### src/rtl/mips_pkg.sv
// Shared definitions for the multi-cycle MIPS memory interface stage.
// Holds the access FSM states, instruction field positions and the word-alignment test.
package mips_pkg;

    typedef enum logic [2:0] {
        S_IDLE,
        S_REQ,
        S_WAIT,
        S_DONE,
        S_ERR
    } state_t;

    localparam int OP_MSB    = 31;
    localparam int OP_LSB    = 26;
    localparam int FUNCT_MSB = 5;
    localparam int FUNCT_LSB = 0;

    localparam logic [1:0] ALIGN_OK = 2'b00;

    function automatic logic is_aligned(input logic [1:0] lsb);
        return lsb == ALIGN_OK;
    endfunction

endpackage

### src/rtl/bus_timer.sv
// Saturating cycle counter that flags the TIMEOUT-th enabled cycle after a clear.
// Latency: expired is combinational in that cycle; no backpressure, TIMEOUT=0 never expires.
module bus_timer #(
    parameter int TIMEOUT = 255
) (
    input  logic clk,
    input  logic reset,
    input  logic clr,
    input  logic en,
    output logic expired
);

    localparam int             CW    = $clog2(TIMEOUT + 2);
    localparam logic [CW-1:0]  LIMIT = CW'(TIMEOUT);
    localparam logic [CW-1:0]  LAST  = CW'(TIMEOUT - 1);

    logic [CW-1:0] count;

    always_ff @(posedge clk or negedge reset) begin
        if (!reset) begin
            count <= '0;
        end else if (clr) begin
            count <= '0;
        end else if (en && count != LIMIT) begin
            count <= count + 1'b1;
        end
    end

    // Fires during the cycle whose increment brings the count up to TIMEOUT.
    assign expired = (TIMEOUT != 0) && en && (count == LAST);

endmodule

### src/rtl/mem_bus_if.sv
// Turns controller memory strobes into one ready/valid transaction and owns IR/MDR.
// Latency: read 3 / write 2 stall cycles at zero wait; m_valid holds until m_ready or timeout.
module mem_bus_if
    import mips_pkg::*;
#(
    parameter int ADDR_W  = 32,
    parameter int DATA_W  = 32,
    parameter int TIMEOUT = 255
) (
    input  logic              clk,
    input  logic              reset,
    input  logic              mem_req,
    input  logic              memwrite,
    input  logic              irwrite,
    input  logic [ADDR_W-1:0] addr,
    input  logic [DATA_W-1:0] wdata,
    output logic              stall,
    output logic [DATA_W-1:0] instr,
    output logic [5:0]        op,
    output logic [5:0]        funct,
    output logic [DATA_W-1:0] mdr,
    output logic              bus_err,
    output logic              m_valid,
    output logic              m_we,
    output logic [ADDR_W-1:0] m_addr,
    output logic [DATA_W-1:0] m_wdata,
    input  logic              m_ready,
    input  logic              m_rvalid,
    input  logic [DATA_W-1:0] m_rdata
);

    state_t state;
    logic   req_ir;
    logic   expired;

    bus_timer #(.TIMEOUT(TIMEOUT)) u_timer (
        .clk     (clk),
        .reset   (reset),
        .clr     (state == S_IDLE),
        .en      (state == S_REQ || state == S_WAIT),
        .expired (expired)
    );

    // The request registers double as the bus outputs, so m_* stay stable for the whole REQ phase.
    always_ff @(posedge clk or negedge reset) begin
        if (!reset) begin
            state   <= S_IDLE;
            instr   <= '0;
            mdr     <= '0;
            bus_err <= 1'b0;
            m_valid <= 1'b0;
            m_we    <= 1'b0;
            m_addr  <= '0;
            m_wdata <= '0;
            req_ir  <= 1'b0;
        end else begin
            case (state)
                S_IDLE: begin
                    if (mem_req) begin
                        m_addr  <= addr;
                        m_wdata <= wdata;
                        m_we    <= memwrite;
                        req_ir  <= irwrite;
                        if (is_aligned(addr[1:0])) begin
                            m_valid <= 1'b1;
                            state   <= S_REQ;
                        end else begin
                            state   <= S_ERR;
                        end
                    end
                end
                S_REQ: begin
                    if (expired) begin
                        m_valid <= 1'b0;
                        state   <= S_ERR;
                    end else if (m_ready) begin
                        m_valid <= 1'b0;
                        state   <= m_we ? S_DONE : S_WAIT;
                    end
                end
                S_WAIT: begin
                    if (expired) begin
                        state <= S_ERR;
                    end else if (m_rvalid) begin
                        if (req_ir) begin
                            instr <= m_rdata;
                        end else begin
                            mdr   <= m_rdata;
                        end
                        state <= S_DONE;
                    end
                end
                S_DONE: begin
                    state <= S_IDLE;
                end
                S_ERR: begin
                    bus_err <= 1'b1;
                    state   <= S_IDLE;
                end
                default: begin
                    state <= S_IDLE;
                end
            endcase
        end
    end

    assign stall = (state == S_IDLE && mem_req) || state == S_REQ || state == S_WAIT;
    assign op    = instr[OP_MSB:OP_LSB];
    assign funct = instr[FUNCT_MSB:FUNCT_LSB];

endmodule

### config.mk
export PLATFORM = sky130hd
export DESIGN_NAME = mem_bus_if
export DESIGN_NICKNAME = d
export VERILOG_FILES = /design/src/rtl/mips_pkg.sv /design/src/rtl/bus_timer.sv /design/src/rtl/mem_bus_if.sv
export SDC_FILE = /design/constraint.sdc
export NUM_CORES = 1
export LEC_CHECK = 0
export CAP_MARGIN = 15
export CORE_ASPECT_RATIO = 1.2
export CORE_MARGIN = 3
export CORE_UTILIZATION = 45
export CTS_BUF_LIST = sky130_fd_sc_hd__clkbuf_16
export CTS_CLUSTER_SIZE = 24
export DETAILED_ROUTE_END_ITERATION = 7
export GPL_TIMING_DRIVEN = 0
export PLACE_DENSITY = 0.89
export SLEW_MARGIN = 20
export SYNTH_ARGS = -nofsm -noshare
export SYNTH_HDL_FRONTEND = slang
export SYNTH_SLANG_ARGS = --single-unit
### constraint.sdc
create_clock -name clk -period 3.2 [get_ports clk]
set_input_delay 0.8 -clock clk [delete_from_list [all_inputs] [get_ports clk]]
set_output_delay 0.8 -clock clk [all_outputs]
set_load 0.05 [all_outputs]
==> Yosys cells after proc, flatten, opt, wreduce, memory -nomap -nowiden <==
Cells that the tools add are included.
{ "totals": {"ff_bits": 144, "latchBits": 0, "mem_bits_rw": 0, "romBits": 0, "in_bits": 103, "out_inout_bits": 144, "wordCells": 52, "n_memories": 0} }
{ "op_classes": {"n_addsub": 1, "n_mul": 0, "div": 0, "order_cmp": 0, "eq_ne": 9, "shift": 0, "n_mux": 15, "bitwise_logic": 2, "reduce_logical": 15} }
{ "ops": {"columns": ["operator", "count"], "rows": [
  ["$mux 3", 6],
  ["$mux 9", 2],
  ["$reduce_and 4->1", 3],
  ["$add 9x1->9 const B", 1],
  ["$eq 9x8->1 const B", 1],
  ["$ne 9x8->1 const B", 1],
  ["$pmux 3 s3", 1],
  ["$ne 3x3->1 const B", 2],
  ["$mux 1", 5],
  ["$ne 2x2->1 const B", 2],
  ["$reduce_bool 2->1", 2],
  ["$eq 3x1->1 const B", 1],
  ["$eq 3x2->1 const B", 1],
  ["$eq 3x3->1 const B", 1],
  ["$logic_and 1x1->1", 3],
  ["$logic_not 3->1", 1],
  ["$logic_or 1x1->1", 3],
  ["$reduce_and 3->1", 1],
  ["$logic_not 2->1", 1],
  ["$not 1->1", 2],
  ["$pmux 1 s2", 1],
  ["$reduce_and 2->1", 1]
]} }

==> Logic depth before layout (Yosys ltp) <==
{ "logic_depth": {"depth_word": 5, "ltp_mapped": 8, "mapped_depth_nobuf": 7} }

==> By module <==
From an unflattened synthesis, not the netlist that was laid out.
{ "hier_totals": {"cells_unflattened": 378, "area_unflattened_um2": 6005.8} }
{ "by_module_without_submodules": {"columns": ["mod", "instances", "cells_each", "area_per_inst_um2"], "rows": [
  ["mem_bus_if", 1, 328, 5499.0],
  ["bus_timer", 1, 50, 506.7]
]} }

==> Least setup slack after synthesis <==
Ideal clock, no wire load.
{ "synth_timing": {"path_type": "input-to-output", "start": "in mem_req", "end": "out stall", "t_arrival_ns": 1.785, "required_ns": 2.400, "slack_ns": 0.615, "stages": 5, "cell_sequence": "and2_1 -> buf_2 -> buf_4 -> buf_4 -> or2_2"} }
{ "synth_via": {"elab_chain_len": 3} }
{ "synth_rtl": {"columns": ["item", "line_no", "source"], "rows": [
  ["start: declaration", "mem_bus_if.sv:12", "input logic mem_req,"],
  ["$logic_and 1x1->1", "mem_bus_if.sv:107", "assign stall = (state == S_IDLE && mem_req) || state == S_REQ || state == S_WAIT;"],
  ["$logic_or 1x1->1 (2 in a row)", "mem_bus_if.sv:107", null],
  ["end: declaration", "mem_bus_if.sv:17", "output logic stall,"]
]} }
Every way passes these cells.

==> Final worst setup path <==
Ends and elaborated chain as after synthesis.

==> qor.yml <==
critical_path:
  cp_slowest_cell: "clkdlybuf4s50_1"
  worstPathMaxFanout: 14
  arrival_ns: 2.31
  critPathMostFrequentCell: "buf_4"
  setup.reg_to_reg.worst_slack_ns: 0.90
  r2r_cells: 7
  crit_type: "input pin to output pin"
  cp.required_ns: 2.40
  reg2reg_to: "u_timer.count[7]"
  r2r-start: "u_timer.count[0]"
  crit_chain: "clkdlybuf4s50_1, and2_1, clkbuf_4, buf_4, or2_2, buf_4"
  critPathLaunchType: "input pin"
  critPathMaxStageDelay_ns: 0.44
  end_kind: "output pin"
timing:
  fin_skew_ns: 0.00905
  drv_slew: 0
  final-setup-viol-count: 0
  timing.final.hold_violations: 0
  final.setup.tns_ns: 0
  slew-limit-headroom_pct: 58.1
  rsz0062_at_grt: "no"
  period_needed_ns: 3.11
  period_share_pct: 97.1
  worst_pin_slew_ns: 0.623
  fmax_mhz: 322
place:
  place.gp.congestion: 0.801
  dp_cells: 787
  place_area_mm2: 0.00861
  port-buffer-count: 246
  dp_hpwl_um: 11700
routing:
  ant_nets: 0
  dr_wl_met2_um: 7570
  drt_wl_total_um: 15400
  detail_route.vias_per_cell: 5.06
  drt-wirelength-per-cell_um: 18.8
  dr.first_iter.drc_count: 211
  met3_length_um: 1330
  vias: 4140
  drt-met1-wl_um: 6110
  top_layer_used: "met4"
  route.detailed.drc: 0
  drt_first_pass_iters: 5
logic_synthesis:
  synth_area_mm2: 0.00591
  synth.most_common_cell: "dfrtp_1"
  seq_area_frac_synth_pct: 61.0
  ys_types: 39
  synth_edf_count: 0
  synth_common_cells: "144 x dfrtp_1, 98 x mux2_2, 32 x mux2_4, 16 x buf_4, 11 x nor2_1"
  synth-async-reset-ratio_pct: 100
  synth.top_cell.area_share_pct: 61.0
  synth_top_cell_by_area: "dfrtp_1"
  synth-seq-cells: 144
  synth.area.top_cells: "dfrtp_1 61%, mux2_2 19%, mux2_4 8.1%, buf_4 2.0%, buf_12 1.0%"
  syn_area_per_cell_um2: 15.7
  syn_inst: 376
  synth_nets: 482
  ys_warn_count: 0
  synth-main-ff-cell: "dfrtp_1"
grt:
  track_usage_pct: 22.4
  antenna_found_initial: 0
  grt_pass1_vias: 4652
  grt_pass1_wl_um: 25700
  grt_max_degree: 78
  grt_overflow_total: 0
floorplan:
  design.core.area_mm2: 0.0127
  num_rows: 45
  die-area_mm2: 0.0145
  die_h_um: 132
  start_util_pct: 46.4
  num_io_pins: 247
  dieWidth_um: 111
cts:
  clk_pin_slew_ns: 0.06
  cts_buffers: 17
  clock-root-buffer: "clkbuf_16"
  clkLatencyLatePin_ns: 0.42
  cts.path.max_buffers: 2
  cts_tree: "done"
  h-tree-depth: 4
  clock_sinks: 144
  hold_buffers: 0
final_layout:
  fin_cells: 818
  nFillCells: 822
  final_layout_size_suffix_gt1_share_pct: 30.3
  syn2layout_area_growth_pct: 56.3
  multi_input_area_mm2: 0.00203
  antenna_cells: 0
  stdcell_area_mm2: 0.00923
  seq_area_mm2: 0.00360
  fin_nets: 747
worst_hold_path:
  hold_class: "input pin to async pin"
run:
  maxCapViolations: 0
outcome:
  outcome: "finished clean"
## kinds of logic (layout without fill, tap and decap cells)
kind of cell,after synthesis,after routing,share of synthesized area (%)
compound gates,14,14,1.72
xor+xnor,3,3,0.445
fa+ha+maj,3,3,0.636
buf+inv,36,314,4.79
flops,144,144,61.0
mux,133,133,27.3
simple gates,43,43,4.09
## per-stage QoR
stage	util (%)	setup slack, ns	hold slack (ns)
finish	72.5	0.0941	0.321
global route	72.5	0.0110	0.334
CTS	72.5	0.0665	0.338
detailed placement	67.6	-0.553	0.447
global placement	67.4	-4.11	0.447
floorplan	-	0.615	0.487
## cell usage in the layout, fill, tap and decap left out, types with 2 or more instances in the layout
| master | synthesis | final |
|---|---|---|
| nand2_1 | 9 | 9 |
| buf_2 | 7 | 6 |
| mux2i_1 | 3 | 3 |
| dfrtp_1 | 144 | 144 |
| nor2_1 | 11 | 11 |
| nand3_1 | 3 | 3 |
| mux2_2 | 98 | 98 |
| nor4b_1 | 3 | 3 |
| clkdlybuf4s50_1 | 0 | 244 |
| inv_8 | 0 | 4 |
| ha_1 | 3 | 3 |
| bufinv_16 | 0 | 3 |
| inv_6 | 0 | 4 |
| buf_12 | 3 | 3 |
| inv_1 | 3 | 3 |
| mux2_4 | 32 | 32 |
| nor4_1 | 3 | 3 |
| clkbuf_16 | 0 | 17 |
| xnor2_1 | 3 | 3 |
| clkinv_4 | 0 | 2 |
| a21oi_1 | 3 | 3 |
| clkbuf_1 | 3 | 3 |
| a21o_1 | 2 | 2 |
| or3_1 | 3 | 3 |
| buf_4 | 16 | 16 |
| a31o_2 | 2 | 2 |
| buf_6 | 4 | 4 |
## worst max path at each step
| stage | from | endpoint | slack (ns) | depth (start not counted) |
|---|---|---|---|---|
| detailed placement | mem_req | stall | -0.55 | 7 |
| global placement | reset | m_addr[10] | -4.11 | 1 |
| global route | mem_req | stall | 0.01 | 6 |
| finish | mem_req | stall | 0.09 | 6 |
| floorplan | mem_req | stall | 0.62 | 5 |
| CTS | mem_req | stall | 0.07 | 6 |
## timing repair
action                                  4_1_cts  5_1_grt
endpoints found under the setup margin        1        1
buffers inserted                              0        0
resized for setup                             7        1
gates cloned                                  0        0
pin swaps                                     0        0
## critical path: cells and delay by family
kind	cells	cell delay (ns)
and+or+nand+nor	2	0.46
buffers and inverters	4	1.06
## state kept, by name, indices dropped and copies added (netlist names)
| name | count |
|---|---|
| req_ir | 1 |
| m_addr | 32 |
| bus_err | 1 |
| m_valid | 1 |
| m_we | 1 |
| mdr | 32 |
| u_timer.count | 9 |
| m_wdata | 32 |
| instr | 32 |
| state | 3 |
## routing by layer
metal  vias to the layer above  GRT usage [%]
li1                       1860              -
met1                      2023           27.0
met2                       228           36.8
met3                        29           8.29
met4                         0           7.73
met5                         -              0
## area by class of cell
cell class	instances	share of cell area, %
flip-flops and latches	144	39.0
repair buffers	247	27.0
multi-input cells	196	22.0
clock buffers	17	4.61
plain buffers	32	2.89
well taps	164	2.22
clock inverters	15	2.16
inverters	3	0.122
Power is not shown: default switching activity piles up to over one toggle a cycle in this logic, so the estimate is an artifact.
